===== config.mk =====
export PLATFORM = sky130hd
export DESIGN_NAME = regfile_write_arbiter
export DESIGN_NICKNAME = d
export VERILOG_FILES = /design/src/rtl/regfile_arb_pkg.sv /design/src/rtl/regfile_write_arbiter_rr.sv /design/src/rtl/regfile_write_arbiter.sv
export SDC_FILE = /design/constraint.sdc
export NUM_CORES = 1
export LEC_CHECK = 0
export ABC_CLOCK_PERIOD_IN_PS = 2900
export BUFFER_PORTS_ARGS = -buffer_cell sky130_fd_sc_hd__buf_2
export CELL_PAD_IN_SITES_DETAIL_PLACEMENT = 1
export CELL_PAD_IN_SITES_GLOBAL_PLACEMENT = 2
export CORE_MARGIN = 5
export CORE_UTILIZATION = 25
export DETAILED_ROUTE_END_ITERATION = 7
export PLACE_DENSITY = 0.88
export SETUP_SLACK_MARGIN = 0.15
export SYNTH_ARGS = -nofsm -noshare
export SYNTH_HDL_FRONTEND = slang
export SYNTH_SLANG_ARGS = --single-unit

===== constraint.sdc =====
create_clock -name clk_i -period 2.9 [get_ports clk_i]
set_clock_uncertainty 0.2 [all_clocks]
set_input_delay 0.29 -clock clk_i [delete_from_list [all_inputs] [get_ports clk_i]]
set_output_delay 0.29 -clock clk_i [all_outputs]
set_load 0.05 [all_outputs]

===== src/rtl/regfile_arb_pkg.sv =====
// ---------------------------------------------------------------------------
// regfile_arb_pkg
//   Shared definitions for the register-file write-port arbiter.
//   - DEF_ADDR_W / DEF_DATA_W : default register address / data widths
//   - arb_state_t             : starvation FSM states (NORMAL / COUNT / FORCE)
//   - idx_width()             : index width for an n-entry vector (min 1 bit)
// ---------------------------------------------------------------------------
package regfile_arb_pkg;

  localparam int DEF_ADDR_W = 5;
  localparam int DEF_DATA_W = 32;

  typedef enum logic [1:0] {
    NORMAL = 2'd0,
    COUNT  = 2'd1,
    FORCE  = 2'd2
  } arb_state_t;

  function automatic int idx_width(input int n);
    return (n > 1) ? $clog2(n) : 1;
  endfunction

endpackage


===== src/rtl/regfile_write_arbiter_rr.sv =====
// ---------------------------------------------------------------------------
// rr_arbiter
//   Combinational round-robin pick over N request lines. The search starts
//   at index ptr and wraps from N-1 back to 0; the first valid line wins.
//   Ports:
//     valid     in  N      request vector
//     ptr       in  IDX_W  index with highest priority this cycle
//     grant     out N      one-hot grant, zero when nothing is valid
//     grant_idx out IDX_W  binary index of the granted line
//     any       out 1      at least one request valid
// ---------------------------------------------------------------------------
module rr_arbiter
  import regfile_arb_pkg::*;
#(
  parameter int N     = 2,
  parameter int IDX_W = 1
) (
  input  logic [N-1:0]     valid,
  input  logic [IDX_W-1:0] ptr,
  output logic [N-1:0]     grant,
  output logic [IDX_W-1:0] grant_idx,
  output logic             any
);

  logic [N-1:0]     mask;
  logic [N-1:0]     masked;
  logic [IDX_W-1:0] hi_idx;
  logic [IDX_W-1:0] lo_idx;

  // Lines at or above the pointer get first chance; if none of them is
  // valid the lowest valid line overall is the wrapped-around winner.
  genvar gi;
  generate
    for (gi = 0; gi < N; gi++) begin : g_mask
      assign mask[gi] = (gi >= int'(ptr));
    end
  endgenerate

  assign masked = valid & mask;

  // Scan downward so the last assignment is the lowest set index.
  always_comb begin
    hi_idx = '0;
    lo_idx = '0;
    for (int k = N - 1; k >= 0; k--) begin
      if (masked[k]) hi_idx = IDX_W'(k);
      if (valid[k])  lo_idx = IDX_W'(k);
    end
  end

  assign any       = |valid;
  assign grant_idx = (|masked) ? hi_idx : lo_idx;
  assign grant     = any ? (N'(1) << grant_idx) : '0;

endmodule


===== src/rtl/regfile_write_arbiter.sv =====
// ---------------------------------------------------------------------------
// regfile_write_arbiter
//   Shares the single register-file write port between the WB stage (port 0,
//   fixed top priority, never backpressured) and NUM_REQ-1 side requesters
//   (valid/ready, round-robin). A starvation FSM raises stall_o for one cycle
//   after STARVE_LIMIT consecutive side losses so a waiting side port wins.
//   The selected write reaches the register file one cycle later.
//   Ports:
//     clk_i, rst_n_i          clock, asynchronous active-low reset
//     wb_we_i/addr_i/data_i   WB stage write request
//     side_valid_i            side request valid, bit k-1 = port k
//     side_addr_i/data_i      packed side payloads, port k at slice k-1
//     side_ready_o            one-hot-or-zero side grant
//     stall_o                 one-cycle forced pipeline stall
//     rf_we_o/addr_o/data_o   register file write port
//     err_o                   sticky: WB write presented during stall_o
// ---------------------------------------------------------------------------
module regfile_write_arbiter
  import regfile_arb_pkg::*;
#(
  parameter int NUM_REQ      = 3,
  parameter int ADDR_W       = DEF_ADDR_W,
  parameter int DATA_W       = DEF_DATA_W,
  parameter int STARVE_LIMIT = 4
) (
  input  logic                          clk_i,
  input  logic                          rst_n_i,
  input  logic                          wb_we_i,
  input  logic [ADDR_W-1:0]             wb_addr_i,
  input  logic [DATA_W-1:0]             wb_data_i,
  input  logic [NUM_REQ-2:0]            side_valid_i,
  input  logic [(NUM_REQ-1)*ADDR_W-1:0] side_addr_i,
  input  logic [(NUM_REQ-1)*DATA_W-1:0] side_data_i,
  output logic [NUM_REQ-2:0]            side_ready_o,
  output logic                          stall_o,
  output logic                          rf_we_o,
  output logic [ADDR_W-1:0]             rf_addr_o,
  output logic [DATA_W-1:0]             rf_data_o,
  output logic                          err_o
);

  localparam int NS    = NUM_REQ - 1;
  localparam int IDX_W = idx_width(NS);
  localparam int CNT_W = $clog2(STARVE_LIMIT + 1);

  // Round-robin pointer held as a 0-based side index: value 0 is port 1.
  logic [IDX_W-1:0]  rr_idx_reg;
  arb_state_t        state_reg;
  logic [CNT_W-1:0]  starve_cnt_reg;
  logic              stall_reg;
  logic              err_reg;
  logic              rf_we_reg;
  logic [ADDR_W-1:0] rf_addr_reg;
  logic [DATA_W-1:0] rf_data_reg;

  logic [ADDR_W-1:0] side_addr_arr [NS];
  logic [DATA_W-1:0] side_data_arr [NS];

  logic [NS-1:0]     arb_grant;
  logic [IDX_W-1:0]  arb_grant_idx;
  logic              arb_any;

  logic              side_xfer;
  logic              side_loss;
  logic              win;
  logic [ADDR_W-1:0] win_addr;
  logic [DATA_W-1:0] win_data;
  logic              win_write;
  logic [CNT_W-1:0]  eff_cnt;

  genvar gi;
  generate
    for (gi = 0; gi < NS; gi++) begin : g_unpack
      assign side_addr_arr[gi] = side_addr_i[gi*ADDR_W +: ADDR_W];
      assign side_data_arr[gi] = side_data_i[gi*DATA_W +: DATA_W];
    end
  endgenerate

  rr_arbiter #(
    .N     (NS),
    .IDX_W (IDX_W)
  ) u_rr (
    .valid     (side_valid_i),
    .ptr       (rr_idx_reg),
    .grant     (arb_grant),
    .grant_idx (arb_grant_idx),
    .any       (arb_any)
  );

  // WB pre-empts every side port; during reset no grant is visible.
  assign side_ready_o = (rst_n_i && !wb_we_i) ? arb_grant : '0;
  assign side_xfer    = arb_any & ~wb_we_i;
  assign side_loss    = arb_any & wb_we_i;

  assign win       = wb_we_i | side_xfer;
  assign win_addr  = wb_we_i ? wb_addr_i : side_addr_arr[arb_grant_idx];
  assign win_data  = wb_we_i ? wb_data_i : side_data_arr[arb_grant_idx];
  // Writes to $zero are accepted from the requester but never reach the file.
  assign win_write = win && (win_addr != '0);

  // A loss seen while stalled (WB misbehaving) starts a fresh starvation run.
  assign eff_cnt = (state_reg == FORCE) ? '0 : starve_cnt_reg;

  // Starvation FSM with registered stall/err outputs.
  always_ff @(posedge clk_i or negedge rst_n_i) begin
    if (!rst_n_i) begin
      state_reg      <= NORMAL;
      starve_cnt_reg <= '0;
      stall_reg      <= 1'b0;
      err_reg        <= 1'b0;
    end else begin
      if (wb_we_i && stall_reg) err_reg <= 1'b1;
      if (side_loss) begin
        if (eff_cnt == CNT_W'(STARVE_LIMIT - 1)) begin
          state_reg      <= FORCE;
          stall_reg      <= 1'b1;
          starve_cnt_reg <= '0;
        end else begin
          state_reg      <= COUNT;
          stall_reg      <= 1'b0;
          starve_cnt_reg <= eff_cnt + 1'b1;
        end
      end else begin
        state_reg      <= NORMAL;
        stall_reg      <= 1'b0;
        starve_cnt_reg <= '0;
      end
    end
  end

  // Write-port output register and round-robin pointer.
  always_ff @(posedge clk_i or negedge rst_n_i) begin
    if (!rst_n_i) begin
      rf_we_reg   <= 1'b0;
      rf_addr_reg <= '0;
      rf_data_reg <= '0;
      rr_idx_reg  <= '0;
    end else begin
      rf_we_reg <= win_write;
      if (win_write) begin
        rf_addr_reg <= win_addr;
        rf_data_reg <= win_data;
      end
      if (side_xfer) begin
        rr_idx_reg <= (arb_grant_idx == IDX_W'(NS - 1)) ? '0 : arb_grant_idx + 1'b1;
      end
    end
  end

  assign stall_o   = stall_reg;
  assign err_o     = err_reg;
  assign rf_we_o   = rf_we_reg;
  assign rf_addr_o = rf_addr_reg;
  assign rf_data_o = rf_data_reg;

endmodule

==> flow_summary.json, run 1 <==
{
  "synthCells": 251,
  "max-vdd-ir-drop_v": 0.000182,
  "wirelength_um": 8150,
  "root_buffer": "clkbuf_8",
  "track_usage_pct": 12.6,
  "status": "completed",
  "cp_slowest_cell": "dfrtp_1",
  "yosysMostFrequentCell": "dfrtp_1",
  "nFillCells": 1265,
  "gp_congestion": 0.739,
  "antenna_found_initial": 0,
  "hold_slack_ns": 0.138,
  "synthFlopType": "dfrtp_1",
  "crit_path_end_kind": "flip-flop",
  "fin_area_um2": 3670,
  "grt_max_degree": 38,
  "synth_largest_area_cell": "dfrtp_1",
  "io_buffers": 157,
  "dpl-instance-area_um2": 3570,
  "rsz0062_at_grt": "false",
  "regArea_um2": 1130,
  "num_antenna_cells": 0,
  "worstSetupStartpointType": "flip-flop",
  "dr.pass1.iters": 4,
  "dpl_worst_slack_ns": 0.202,
  "setup_violations": 0,
  "hold_class": "in2reg",
  "clock-sinks": 45,
  "hpwl_um": 6650,
  "synthTopCellsByCount": "dfrtp_1 (45), o21ai_0 (38), nand2_1 (37), mux2i_1 (34), mux2_4 (25)",
  "maxSlewViolCount": 0,
  "finalHoldViolCount": 0,
  "grt_overflow": 0,
  "fmax_mhz": 389,
  "crit_family": "simple AND/OR/NAND/NOR gates",
  "netlist_top_cells_area": "dfrtp_1 (42%), mux2_4 (14%), mux2i_1 (13%)",
  "wl_per_cell_um": 15.1,
  "fp.dieW_um": 114,
  "fin_tns_setup_ns": 0,
  "finalNetCount": 520,
  "die-area_um2": 12900,
  "multi_input_area_um2": 1420,
  "io_pins": 158,
  "grt_pass1_wl_um": 13300,
  "slew_headroom_pct": 60.6,
  "synth_area_um2": 2680,
  "yosysSeqAreaShare_pct": 42.0,
  "syn_avg_cell_area_um2": 10.7,
  "synth.distinct_cells": 33,
  "path_class": "reg2reg",
  "path_clk_slew_ns": 0.08,
  "numCtsBuffers": 5,
  "core-area_um2": 10400,
  "antenna_left": 0,
  "drive_gt1_share_pct": 50.7,
  "fin_ws_ns": 0.327,
  "p_per_area_nw_per_um2": 498,
  "viasPerCell": 4.59,
  "h-tree-depth": 2,
  "grt_pass1_vias": 2733,
  "drc": 0,
  "maxCapViolCount": 0,
  "initial_utilization_pct": 25.8,
  "path_buf_inv": 1,
  "synth_edf_count": 0,
  "arrival_ns": 2.55,
  "cp_max_fo": 17,
  "largest_reg_flops": 32,
  "clockBufferDepth": 2,
  "synthArstFlopShare_pct": 100,
  "crit_chain": "nand2b_2 -> and2_4 -> o311ai_0 -> nand4b_1 -> o21ai_4 -> buf_6 -> mux2_2",
  "worst_pin_slew_ns": 0.592,
  "p_leak_nw": 1.93,
  "yosysTopAreaCellShare_pct": 42.0,
  "finalCritPeriodShare_pct": 88.7,
  "vias": 2477,
  "die_height_um": 114,
  "synth-seq-cells": 45,
  "cts_tree": "built",
  "clock_latency_ns": 0.28,
  "core.rowCount": 37,
  "post-route-min-period_ns": 2.57,
  "syn_nets": 368,
  "drt_iter0_drc": 43,
  "critPathRequiredTime_ns": 2.88,
  "area_growth_pct": 36.8,
  "max_stage_delay_ns": 0.42,
  "synth.yosys.warnings": 0
}
==> final cells by class <==
class,count,area share (%)
multi-input cells,184,38.8
flip-flops and latches,45,30.7
repair buffers,164,23.4
well taps,136,4.64
clock buffers,8,2.18
inverters,3,0.307
==> metal layers <==
| metal | vias up | share of wire (%) | track usage (%) |
|---|---|---|---|
| li1 | 1196 | - | - |
| met1 | 1178 | 40 | 14.9 |
| met2 | 97 | 50 | 22.3 |
| met3 | 6 | 8.7 | 4.14 |
| met4 | 0 | 0.82 | 2.40 |
| met5 | - | 0 | 0 |
==> kinds of logic (layout without fill, tap and decap cells) <==
kind of cell / after synthesis / in the layout / synth area share [%]
muxes: 66 / 66 / 29.6
and+or+nand+nor: 60 / 60 / 9.84
AOI/OAI and AO/OA: 57 / 57 / 12.8
DFF: 45 / 45 / 42.0
buffers and inverters: 22 / 175 / 5.27
adders and majority gates: 1 / 1 / 0.466
==> metrics by stage <==
| step | utilization, % | cells | total power (W) |
|---|---|---|---|
| 2_1_floorplan | - | 251 | 0.00126 |
| 3_3_place_gp | 34.2 | 531 | 0.00146 |
| 3_5_place_dp | 34.2 | 531 | 0.00148 |
| 4_1_cts | 35.1 | 540 | 0.00186 |
| 5_1_grt | 35.2 | 540 | 0.00194 |
| 6_report | 35.2 | 540 | 0.00183 |
==> worst paths after layout <==
check | from | end | cells after the start | slack [ns]
worst max-delay path | rr_idx_reg$_DFFE_PN0P_ | rf_data_o[20]$_DFFE_PN0P_ | 7 | 0.33
worst min-delay path | wb_addr_i[2] | rf_addr_o[2]$_DFFE_PN0P_ | 3 | 0.14
worst max register to register | rr_idx_reg$_DFFE_PN0P_ | rf_data_o[20]$_DFFE_PN0P_ | 7 | 0.33
worst min register to register | err_o$_DFFE_PN0P_ | err_o$_DFFE_PN0P_ | 1 | 0.25
max in group asynchronous | rst_n_i | starve_cnt_reg[1]$_DFF_PN0_ | 3 | 1.47
min in group asynchronous | rst_n_i | rf_data_o[20]$_DFFE_PN0P_ | 2 | 0.29
==> repair_timing <==
action | 4_1_cts | 5_1_grt
hold endpoints to repair | 18 | 0
gates resized for setup | 0 | 4
hold buffers | 1 | 0
setup buffers | 0 | 0
setup endpoints to repair | 0 | 32
==> worst reg2reg max path: stages, from the launching register on <==
cell and delay (ns):
dfrtp_1 0.42, nand2b_2 0.26, and2_4 0.22, o311ai_0 0.30
nand4b_1 0.24, o21ai_4 0.23, buf_6 0.24, mux2_2 0.37
==> where the power goes <==
part | internal [W] | switching [W]
clock network | 0.000171 | 0.000197
logic | 0.000258 | 0.000455
registers | 0.000702 | 0.0000429
total | 0.00113 | 0.000695
==> layout by cell type (no fill, tap or decap), types with 2 or more instances in the layout <==
| cell type | synthesis | final |
|---|---|---|
| o21ai_0 | 38 | 38 |
| o311ai_0 | 3 | 3 |
| inv_1 | 3 | 3 |
| o31ai_1 | 2 | 2 |
| clkbuf_8 | 0 | 5 |
| mux2_4 | 25 | 25 |
| buf_4 | 0 | 4 |
| a22o_1 | 2 | 2 |
| mux2i_1 | 34 | 34 |
| nand3_1 | 4 | 4 |
| nor2_1 | 6 | 6 |
| nand2_1 | 37 | 37 |
| a211oi_1 | 2 | 2 |
| buf_2 | 0 | 157 |
| clkbuf_1 | 11 | 3 |
| mux2_2 | 7 | 7 |
| dfrtp_1 | 45 | 45 |
| and2_1 | 2 | 2 |
| and3_1 | 2 | 2 |
| a21oi_1 | 3 | 3 |
| o2bb2ai_1 | 3 | 3 |
| nor3_1 | 3 | 3 |
Note: power is estimated with default switching activity, not from simulation.
==> run 2: changes to the inputs <==
- ABC_AREA: unset -> 1
- CORE_UTILIZATION: 25 -> 22
==> flow_summary.json, run 2 <==
{
  "cp_slowest_cell": "dfrtp_1",
  "dr.pass1.iters": 4,
  "r2r-end": "rf_data_o[29]$_DFFE_PN0P_",
  "rsz0062_at_grt": "false",
  "synth-seq-cells": 45,
  "synthTopCellsByCount": "nand2_1 (117), nand3_1 (81), dfrtp_1 (45), nor2_1 (40), a31oi_1 (32)",
  "clockBufferDepth": 2,
  "grt_pass1_wl_um": 16800,
  "synth_largest_area_cell": "dfrtp_1",
  "grt_overflow": 0,
  "numCtsBuffers": 5,
  "viasPerCell": 4.62,
  "nFillCells": 1549,
  "max-vdd-ir-drop_v": 0.000214,
  "h-tree-depth": 2,
  "finalNetCount": 641,
  "synth_area_um2": 2690,
  "crit_chain": "inv_1 -> nand2_1 -> nand2_1 -> buf_4 -> nand2_1 -> nand3_1 -> nand2_1 -> nand2_1 -> inv_1 -> nand2_2 -> buf_4 -> nand3_1 -> nand2_1",
  "path_buf_inv": 4,
  "clock_latency_ns": 0.28,
  "path_class": "reg2reg",
  "core.rowCount": 40,
  "synthCells": 380,
  "swShare_pct": 37.2,
  "synthArstFlopShare_pct": 100,
  "p_int_w": 0.00134,
  "antenna_left": 0,
  "finalCritPeriodShare_pct": 79.6,
  "drc": 0,
  "synth.distinct_cells": 23,
  "worst_pin_slew_ns": 0.650,
  "total_power_w": 0.00213,
  "p_per_area_nw_per_um2": 569,
  "p_leak_nw": 2.02,
  "fp.dieW_um": 121,
  "slew_headroom_pct": 56.6,
  "path_clk_slew_ns": 0.06,
  "gp_congestion": 0.751,
  "wirelength_um": 10600,
  "antenna_found_initial": 1,
  "largest_reg_flops": 32,
  "yosysTopAreaCellShare_pct": 41.9,
  "io_buffers": 157,
  "core-area_um2": 12000,
  "finalHoldViolCount": 0,
  "synth_edf_count": 0,
  "fin_tns_setup_ns": 0,
  "yosysMostFrequentCell": "nand2_1",
  "syn_nets": 497,
  "postCtsSetupBuffers": 0,
  "fmax_mhz": 433,
  "wl_per_cell_um": 15.7,
  "maxCapViolCount": 0,
  "reg2reg_depth": 13,
  "r2r_slack_ns": 0.59,
  "synthFlopType": "dfrtp_1",
  "hold_class": "in2reg",
  "clock-sinks": 45,
  "layout_commonest_cell": "buf_2",
  "grt_max_degree": 45,
  "holdPathStages": 2,
  "power_frac_comb_pct": 33.5,
  "max_stage_delay_ns": 0.36,
  "cp_max_fo": 35,
  "status": "completed",
  "dp.cells": 663,
  "hold_slack_ns": 0.100,
  "crit_family": "simple AND/OR/NAND/NOR gates",
  "track_usage_pct": 14.4,
  "cpMostUsedCell": "nand2_1",
  "io_pins": 158,
  "stdcell_count": 672,
  "maxSlewViolCount": 0,
  "critPathRequiredTime_ns": 2.91,
  "syn_avg_cell_area_um2": 7.07,
  "grt_pass1_vias": 3327,
  "path_depth": 13,
  "synth.yosys.warnings": 0,
  "hpwl_um": 8110,
  "drive_gt1_share_pct": 35.8,
  "setup_violations": 0,
  "r2r_start": "rr_idx_reg$_DFFE_PN0P_",
  "layout_common_cells": "buf_2 (157), nand2_1 (117), nand3_1 (81)",
  "seq_power_share_pct": 35.1,
  "worstHoldStart": "wb_we_i",
  "die-area_um2": 14500,
  "post-route-min-period_ns": 2.31,
  "switching_power_w": 0.000794,
  "drt_iter0_drc": 96,
  "crit_path_end_kind": "flip-flop",
  "arrival_ns": 2.32,
  "worstSetupStartpointType": "flip-flop",
  "cts_tree": "built",
  "yosysSeqAreaShare_pct": 41.9,
  "vias": 3104,
  "initial_utilization_pct": 22.4,
  "num_antenna_cells": 0,
  "root_buffer": "clkbuf_16",
  "area_growth_pct": 39.5,
  "min_to": "err_o$_DFFE_PN0P_",
  "power_frac_clock_pct": 31.3,
  "die_height_um": 121,
  "netlist_top_cells_area": "dfrtp_1 (42%), nand2_1 (16%), nand3_1 (15%)"
}
## run 2: cell types whose count changed in the layout (fill, tap and decap cells not counted), moves of 25 or more
| cell | before | now |
|---|---|---|
| a31oi_1 | 1 | 32 |
| o21ai_0 | 38 | 1 |
| mux2i_1 | 34 | 0 |
| nand3_1 | 4 | 81 |
| nand2_1 | 37 | 117 |
| mux2_4 | 25 | 0 |
| nor2_1 | 6 | 40 |
## run 2: power groups by stage
stage	combinational, W	clock [W]	sequential [W]
2_1_floorplan	0.000233	0	0.00101
3_3_place_gp	0.000710	0	0.000760
3_5_place_dp	0.000726	0	0.000762
4_1_cts	0.000728	0.000693	0.000752
5_1_grt	0.000777	0.000718	0.000759
6_report	0.000716	0.000668	0.000750
## run 2: cells by family (layout without fill, tap and decap cells)
kind of cell,Yosys count,after routing,synth area share (%)
flip-flops,45,45,41.9
AO/OA/AOI/OAI,38,38,9.08
AND/OR/NAND/NOR,254,254,40.7
buffers and inverters,42,187,7.87
adder cells (fa/ha/maj),1,1,0.465
## run 2: final cells by class
type | count | area [um2] | share of cell area (%)
clock buffers | 7 | 143 | 3.81
clock inverters | 1 | 30.0 | 0.801
inverters | 12 | 45.0 | 1.20
multi-input cells | 293 | 1360 | 36.2
flip-flops and latches | 45 | 1130 | 30.0
well taps | 147 | 184 | 4.91
repair buffers | 167 | 863 | 23.0
## run 2: per-stage QoR
stage	worst slack (ns)	util, %	instance area (um2)
floorplan	0.777	-	2690
global placement	0.592	29.7	3570
detailed placement	0.471	29.7	3570
CTS	0.546	31.2	3750
global route	0.350	31.2	3750
finish	0.591	31.2	3750
## run 2: timing repair
| action | in CTS | in global routing |
|---|---|---|
| hold buffers | 1 | 0 |
| hold endpoints to repair | 18 | 0 |
| setup endpoints to repair | 0 | 0 |
| gates resized for setup | 0 | 0 |
## run 2: how the worst max path moves through the flow
stage | start | endpoint | slack (ns)
after global placement | side_valid_i[1] | rf_addr_o[3]$_DFFE_PN0P_ | 0.59
final | rr_idx_reg$_DFFE_PN0P_ | rf_data_o[29]$_DFFE_PN0P_ | 0.59
after CTS | rr_idx_reg$_DFFE_PN0P_ | rf_data_o[29]$_DFFE_PN0P_ | 0.55
after detailed placement | side_valid_i[1] | rf_data_o[29]$_DFFE_PN0P_ | 0.47
after global routing | rr_idx_reg$_DFFE_PN0P_ | rf_data_o[20]$_DFFE_PN0P_ | 0.35
after floorplan | wb_we_i | side_ready_o[1] | 0.78
## run 2: routing by layer
metal | track usage, % | up-vias | wire length [um]
met5 | 0 | - | 14
met4 | 3.19 | 2 | 145
met3 | 4.35 | 15 | 755
met2 | 26.8 | 93 | 5440
met1 | 16.0 | 1454 | 4200
li1 | - | 1540 | -
